==> src/rtl/avalon_displays7seg_regs_if.sv <==
// rtl/avalon_displays7seg_regs_if.sv - Avalon-MM slave bus bundle for the 7-segment register file
interface avalon_displays7seg_regs_if;
  logic [1:0]  address;
  logic        write;
  logic [31:0] writedata;
  logic [3:0]  byteenable;
  logic        read;
  logic [31:0] readdata;

  modport master (
    output address,
    output write,
    output writedata,
    output byteenable,
    output read,
    input  readdata
  );

  modport slave (
    input  address,
    input  write,
    input  writedata,
    input  byteenable,
    input  read,
    output readdata
  );
endinterface

==> src/rtl/avalon_displays7seg_regs.sv <==
// rtl/avalon_displays7seg_regs.sv - digit value/enable/blink registers and blink prescaler for displays7seg
module avalon_displays7seg_regs #(
  parameter int NDIGITS   = 6,
  parameter int BLINK_DIV = 25000000
) (
  input  logic                     clk,
  input  logic                     reset,
  avalon_displays7seg_regs_if.slave bus,
  output logic [4*NDIGITS-1:0]     hex_value,
  output logic [NDIGITS-1:0]       digit_on
);

  localparam int DW    = 4 * NDIGITS;
  localparam int CNT_W = $clog2(BLINK_DIV);

  localparam logic [1:0] ADDR_DATA   = 2'd0;
  localparam logic [1:0] ADDR_ENABLE = 2'd1;
  localparam logic [1:0] ADDR_BLINK  = 2'd2;
  localparam logic [1:0] ADDR_CTRL   = 2'd3;

  logic [DW-1:0]      data_q;
  logic [NDIGITS-1:0] enable_q;
  logic [NDIGITS-1:0] blink_q;
  logic [1:0]         ctrl_q;      // [0] global enable, [1] blink run
  logic [CNT_W-1:0]   cnt_q;
  logic               phase_q;
  logic [31:0]        readdata_q;

  logic [31:0] lane_mask;
  logic [31:0] sel_old;
  logic [31:0] merged;
  logic        unused_merged;

  // Zero-extended view of the addressed register and its byte-lane merge with writedata.
  always_comb begin
    lane_mask = {{8{bus.byteenable[3]}}, {8{bus.byteenable[2]}},
                 {8{bus.byteenable[1]}}, {8{bus.byteenable[0]}}};
    sel_old = 32'd0;
    case (bus.address)
      ADDR_DATA:   sel_old = 32'(data_q);
      ADDR_ENABLE: sel_old = 32'(enable_q);
      ADDR_BLINK:  sel_old = 32'(blink_q);
      default:     sel_old = 32'(ctrl_q);
    endcase
    merged = (sel_old & ~lane_mask) | (bus.writedata & lane_mask);
  end

  // Bits above each register's width are simply dropped on write.
  assign unused_merged = ^merged;

  // Register writes; the read path captures the pre-write value on the same edge.
  always_ff @(posedge clk or posedge reset) begin
    if (reset) begin
      data_q     <= '0;
      enable_q   <= '1;
      blink_q    <= '0;
      ctrl_q     <= 2'b01;
      readdata_q <= 32'd0;
    end else begin
      if (bus.read) begin
        readdata_q <= sel_old;
      end
      if (bus.write) begin
        case (bus.address)
          ADDR_DATA:   data_q   <= merged[DW-1:0];
          ADDR_ENABLE: enable_q <= merged[NDIGITS-1:0];
          ADDR_BLINK:  blink_q  <= merged[NDIGITS-1:0];
          default:     ctrl_q   <= merged[1:0];
        endcase
      end
    end
  end

  // Blink prescaler: held at zero while stopped, so a fresh start always begins at cnt=0, phase=0.
  always_ff @(posedge clk or posedge reset) begin
    if (reset) begin
      cnt_q   <= '0;
      phase_q <= 1'b0;
    end else if (!ctrl_q[1]) begin
      cnt_q   <= '0;
      phase_q <= 1'b0;
    end else if (cnt_q == CNT_W'(BLINK_DIV - 1)) begin
      cnt_q   <= '0;
      phase_q <= ~phase_q;
    end else begin
      cnt_q   <= cnt_q + 1'b1;
    end
  end

  assign bus.readdata = readdata_q;
  assign hex_value    = data_q;
  assign digit_on     = {NDIGITS{ctrl_q[0]}} & enable_q &
                        ~(blink_q & {NDIGITS{ctrl_q[1] & phase_q}});

endmodule

==> src/flat_wrapper.sv <==
// flat-port wrapper written by rule: the top's interface ports become plain ports
module avalon_displays7seg_regs_flat 
#(
  parameter int NDIGITS   = 6,
  parameter int BLINK_DIV = 25000000
)
  (clk, reset, hex_value, digit_on, bus_address, bus_write, bus_writedata, bus_byteenable, bus_read, bus_readdata);
  avalon_displays7seg_regs_if bus_i ();
  input  logic clk;
  input  logic reset;
  output logic [4*NDIGITS-1:0] hex_value;
  output logic [NDIGITS-1:0] digit_on;
  input wire logic [$bits(bus_i.address)-1:0] bus_address;
  input wire logic [$bits(bus_i.write)-1:0] bus_write;
  input wire logic [$bits(bus_i.writedata)-1:0] bus_writedata;
  input wire logic [$bits(bus_i.byteenable)-1:0] bus_byteenable;
  input wire logic [$bits(bus_i.read)-1:0] bus_read;
  output wire logic [$bits(bus_i.readdata)-1:0] bus_readdata;
  assign bus_i.address = bus_address;
  assign bus_i.write = bus_write;
  assign bus_i.writedata = bus_writedata;
  assign bus_i.byteenable = bus_byteenable;
  assign bus_i.read = bus_read;
  assign bus_readdata = bus_i.readdata;
  avalon_displays7seg_regs #(.NDIGITS(NDIGITS), .BLINK_DIV(BLINK_DIV)) u_core (.clk(clk), .reset(reset), .bus(bus_i), .hex_value(hex_value), .digit_on(digit_on));
endmodule
==> config.mk <==
export PLATFORM = sky130hd
export DESIGN_NAME = avalon_displays7seg_regs_flat
export DESIGN_NICKNAME = d
export VERILOG_FILES = /design/src/rtl/avalon_displays7seg_regs_if.sv /design/src/rtl/avalon_displays7seg_regs.sv /design/src/flat_wrapper.sv
export SDC_FILE = /design/constraint.sdc
export NUM_CORES = 1
export LEC_CHECK = 0
export CAP_MARGIN = 0
export CORE_MARGIN = 2
export CORE_UTILIZATION = 49
export DETAILED_ROUTE_END_ITERATION = 10
export PLACE_DENSITY = 0.86
export SETUP_SLACK_MARGIN = 0.5
export SLEW_MARGIN = 0
export SYNTH_ARGS = -nofsm -noshare
export SYNTH_HDL_FRONTEND = slang
export SYNTH_SLANG_ARGS = --single-unit
==> constraint.sdc <==
create_clock -name clk -period 3.6 [get_ports clk]
set_input_delay 1.08 -clock clk [delete_from_list [all_inputs] [get_ports clk]]
set_output_delay 1.08 -clock clk [all_outputs]
set_load 0.05 [all_outputs]
; ---- Yosys cells after proc, flatten, opt, wreduce, memory -nomap -nowiden
; Cells that the tools add are included.
[totals]
register_bits = 96
input_bits = 42
output_inout_bits = 62
[op_classes]
add_sub_neg = 1
n_eq_ne = 4
mux = 5
bitwise_logic = 11
n_reduce_logical = 6
[op_table]
columns = op, count
row1 = one-hot mux 24 bit (3 select lines), 1
row2 = two-way mux 25 bit, 2
row3 = AND 24 bit, 2
row4 = adder 25 x 1 -> 25 bit (second input constant), 1
row5 = equality test 25 bit (second input constant), 1
row6 = NOT 24 bit, 1
row7 = bitwise OR 24 bit, 1
row8 = AND 6 bit, 3
row9 = AND reduction 2 bit, 4
row10 = NOT 6 bit, 1
row11 = OR reduction 3 bit, 1
row12 = equality test 2 x 1 -> 1 bit (second input constant), 1
row13 = equality test 2 bit (second input constant), 1
row14 = logical NOT 2 bit, 1
row15 = two-way mux 1 bit, 2
row16 = inequality test 2 bit (second input constant), 1
row17 = NOT 1 bit, 2
row18 = AND 1 bit, 1

; ---- Longest topological paths before layout
[logic_depth]
depth_word = 4
mapped_depth = 6
ltp_nobuf = 5

; ---- Worst setup path before layout
; No wires, ideal clock.
[synth_timing]
path_type = register to output
from = register u_core.ctrl_q[1]
to = output digit_on[0]
arrival_time_ns = 1.472
required_time_ns = 2.520
path_slack_ns = 1.048
stages_incl_launch_ff = 4
path_buffers = 1
path_cell_list = dfrtp_1 -> and2_1 -> clkbuf_1 -> a21oi_1
[synth_between]
elab_chain_len = 4
[synth_lines]
columns = item, line
row1 = from (decl), avalon_displays7seg_regs.sv:24  ; logic [1:0] ctrl_q;
row2 = from (signal assigned), avalon_displays7seg_regs.sv:68  ; default: ctrl_q <= merged[1:0];
row3 = AND 1 bit, avalon_displays7seg_regs.sv:93  ; ~(blink_q & {NDIGITS{ctrl_q[1] & phase_q}});
row4 = AND 6 bit, avalon_displays7seg_regs.sv:93
row5 = NOT 6 bit, avalon_displays7seg_regs.sv:93
row6 = AND 6 bit, avalon_displays7seg_regs.sv:92  ; assign digit_on = {NDIGITS{ctrl_q[0]}} & enable_q &
row7 = to (decl), flat_wrapper.sv:12  ; output logic [NDIGITS-1:0] digit_on;
; Every way passes these cells.

; ---- Worst setup path in the final report
[layout_timing]
from = register u_core.ctrl_q[1]
to = output digit_on[1]
; The elaborated chain is that of the path after synthesis.

==> out/metrics.cfg <==
[global_routing]
track_usage=0.211
grt-ovfl-total=0
antenna_found_initial=0
grt_pass1_wl_um=14700
grt_max_degree=41
first_global_vias=3167

[sta]
finalCritPeriodShare=0.812
skew_ns=0.00898
min_period_ns=2.92
final-max-slew-violation-count=0
slew_headroom=0.455
layout_setup_ws_ns=0.678
max_freq_mhz=342
tns_ns=0
worstMarginPinSlew_ns=0.815
hold_viol=0
rsz0062_at_grt=no
finalSetupViolations=0

[setup_path]
r2r-start=u_core.cnt_q[0]$_DFF_PP0_
rr_worst_depth=6
cp-end-kind=primary output
worstPathCellList=and2_1, a21oi_1, dlygate4sd2_1
critPathSlowestCell=dlygate4sd2_1
r2r_slack_ns=1.36
worst-path-buf-inv=1
cpPeakStageDelay_ns=0.56
crit_path_start_kind=flip-flop
crit_fanout=7
worst-setup-path-type=reg2out
crit_family=buffers and inverters
cp.required_ns=2.52
reg2reg_to=u_core.cnt_q[11]$_DFF_PP0_
worstPathArrival_ns=1.84

[cells_and_area]
fin_nets=503
n_antenna_cell=0
layout-drive-gt1-share=0.153
syn_to_final_growth_pct=28.3
postLayoutCellArea_um2=5130
n_fill_cell=612

[pwr]
vdd_drop_max_uv=393
powerDensity_nw_per_um2=539
leakage_nw=2.15

[clock_tree]
cts_tree=built
cts.sinks=88
path_clk_slew_ns=0.09
cts_inserted_buffers=9
insertion_delay_ns=0.35
postCtsHoldBufs=0
clockBufferDepth=2
cts-root-buf=clkbuf_8
htreeDepth=3

[floorplan]
die_w_um=94.4
die_height_um=94.4
core_region_area_um2=7810
start_util=0.513
io_pins=104
row_count=32
die_area_um2=8910

[synthesis]
synth_top_area_cell=dfrtp_1
ys_ff_latch=88
synth.yosys.seq_area_share=0.552
ys_types=36
synth_ff_type=dfrtp_1
yosys_warnings=0
synthSimpleGateAreaFrac=0.150
synthTopCellsByArea=dfrtp_1 51%, mux2_2 9.3%, dfstp_2 4.6%
async_flop_share=1.00
synth_compound_area_frac=0.0832
synthMuxAreaShare=0.129
synthAdderAreaFrac=0.00313
synth_top_family_by_area=simple AND/OR/NAND/NOR gates
syn_inst=375
synth_edf_count=0
synthXorXnorAreaFrac=0.0284
netlist_area_um2=4000
synth_top_area_share=0.506
syn_area_per_cell_um2=10.7

[route]
postRouteAntennaNets=0
wirelength_um=9080
firstDrtPassIters=4
routed_via_density=5.38
vias=3051
drc=0
dr.first_iter.drc_count=146
wl_per_cell_um=16.0

[hold_path]
min_path_type=reg2reg
hold_path_end=u_core.cnt_q[0]$_DFF_PP0_
holdPathStages=1
worstHoldStart=u_core.cnt_q[0]$_DFF_PP0_

[placed_design]
postPlaceCellArea_um2=4960
place_hpwl_um=6530
numPortBuffers=86
dp_slack_ns=0.765
routabilityCongestion=0.783

[run_status]
status=complete, no violations

[flow_run]
maxCapViolCount=0

## through the flow
stage               hold slack, ns  cells  total power, mW   util
finish                       0.488    567             2.77  0.658
global route                 0.524    567             2.90  0.658
CTS                          0.494    567             2.78  0.658
detailed placement           0.482    551             2.16  0.635
global placement             0.471    551             2.13  0.635
floorplan                    0.455    382             1.83      -
## worst max path at each step
| stage | from | endpoint | cells past startpoint | slack, ns |
|---|---|---|---|---|
| 2_1_floorplan | u_core.ctrl_q[1]$_DFFE_PP0P_ | digit_on[0] | 3 | 1.05 |
| 3_3_place_gp | u_core.ctrl_q[1]$_DFFE_PP0P_ | digit_on[1] | 3 | 0.78 |
| 3_5_place_dp | u_core.ctrl_q[1]$_DFFE_PP0P_ | digit_on[1] | 3 | 0.77 |
| 4_1_cts | u_core.ctrl_q[1]$_DFFE_PP0P_ | digit_on[1] | 3 | 0.66 |
| 5_1_grt | u_core.ctrl_q[1]$_DFFE_PP0P_ | digit_on[1] | 3 | 0.62 |
| 6_report | u_core.ctrl_q[1]$_DFFE_PP0P_ | digit_on[1] | 3 | 0.68 |
## area by class of cell
class	instances	area, um^2	share of cell area
multi-input combinational	247	1610	0.313
clock buffer	9	124	0.0241
clock inverter	7	61.3	0.0119
sequential	88	2210	0.431
timing repair buffer	94	926	0.180
tap	102	128	0.0249
inverter	20	78.8	0.0154
## what timing repair did
item,in CTS,in global routing
setup endpoints to repair,6,0
setup buffers,0,0
resized for setup,6,0
## logic make-up after synthesis
kind of cell	Yosys count
AO/OA/AOI/OAI	61
XOR/XNOR	13
adder cells (fa/ha/maj)	1
buffers and inverters	47
flip-flops	88
multiplexers	45
other	1
AND/OR/NAND/NOR	119
## cells in the final DEF (no fill, tap or decap), types with 3 or more instances in the layout
cell type / n
dfrtp_1: 81
clkdlybuf4s50_1: 80
nand2_1: 46
o21ai_0: 36
mux2_2: 33
nor2_1: 20
inv_1: 19
a21oi_1: 18
mux2i_1: 10
nand3_1: 9
clkbuf_8: 9
conb_1: 8
nand4_1: 7
xnor2_1: 7
buf_4: 7
dfstp_2: 7
or3_1: 6
xor2_1: 6
dlygate4sd2_1: 6
and2_1: 4
o2bb2ai_1: 4
and3_1: 4
nor3_1: 4
and4_1: 3
nor4_1: 3
nand4b_1: 3
clkinvlp_4: 3
## cells in the mapped netlist (6+ instances only)
cell type   n
nand3_1     9
nand4_1     7
xnor2_1     7
or3_1       6
a21oi_1    18
mux2i_1    10
nor2_1     20
xor2_1      6
clkbuf_1   15
buf_4       8
mux2_2     33
o21ai_0    36
dfstp_2     7
dfrtp_1    81
inv_1      20
nand2_1    46
## layer usage
layer / vias up / GRT usage / share of wire
li1: 1447 / - / -
met4: 0 / 0.0616 / 0.012
met1: 1494 / 0.271 / 0.45
met2: 100 / 0.360 / 0.48
met5: - / 0 / 0
met3: 10 / 0.0471 / 0.061
## flip-flops by register name, indices dropped and copies added (netlist names)
register,cells
u_core.bus.readdata,24
u_core.hex_value,24
u_core.enable_q,6
u_core.blink_q,6
u_core.ctrl_q,2
u_core.phase_q,1
u_core.cnt_q,25
## report_power, final
part | total [mW] | internal (mW) | switching (mW)
Clock | 0.639 | 0.263 | 0.376
Combinational | 0.888 | 0.315 | 0.573
Sequential | 1.24 | 1.13 | 0.105
Total | 2.77 | 1.71 | 1.05
(Power assumes the default switching activity.)
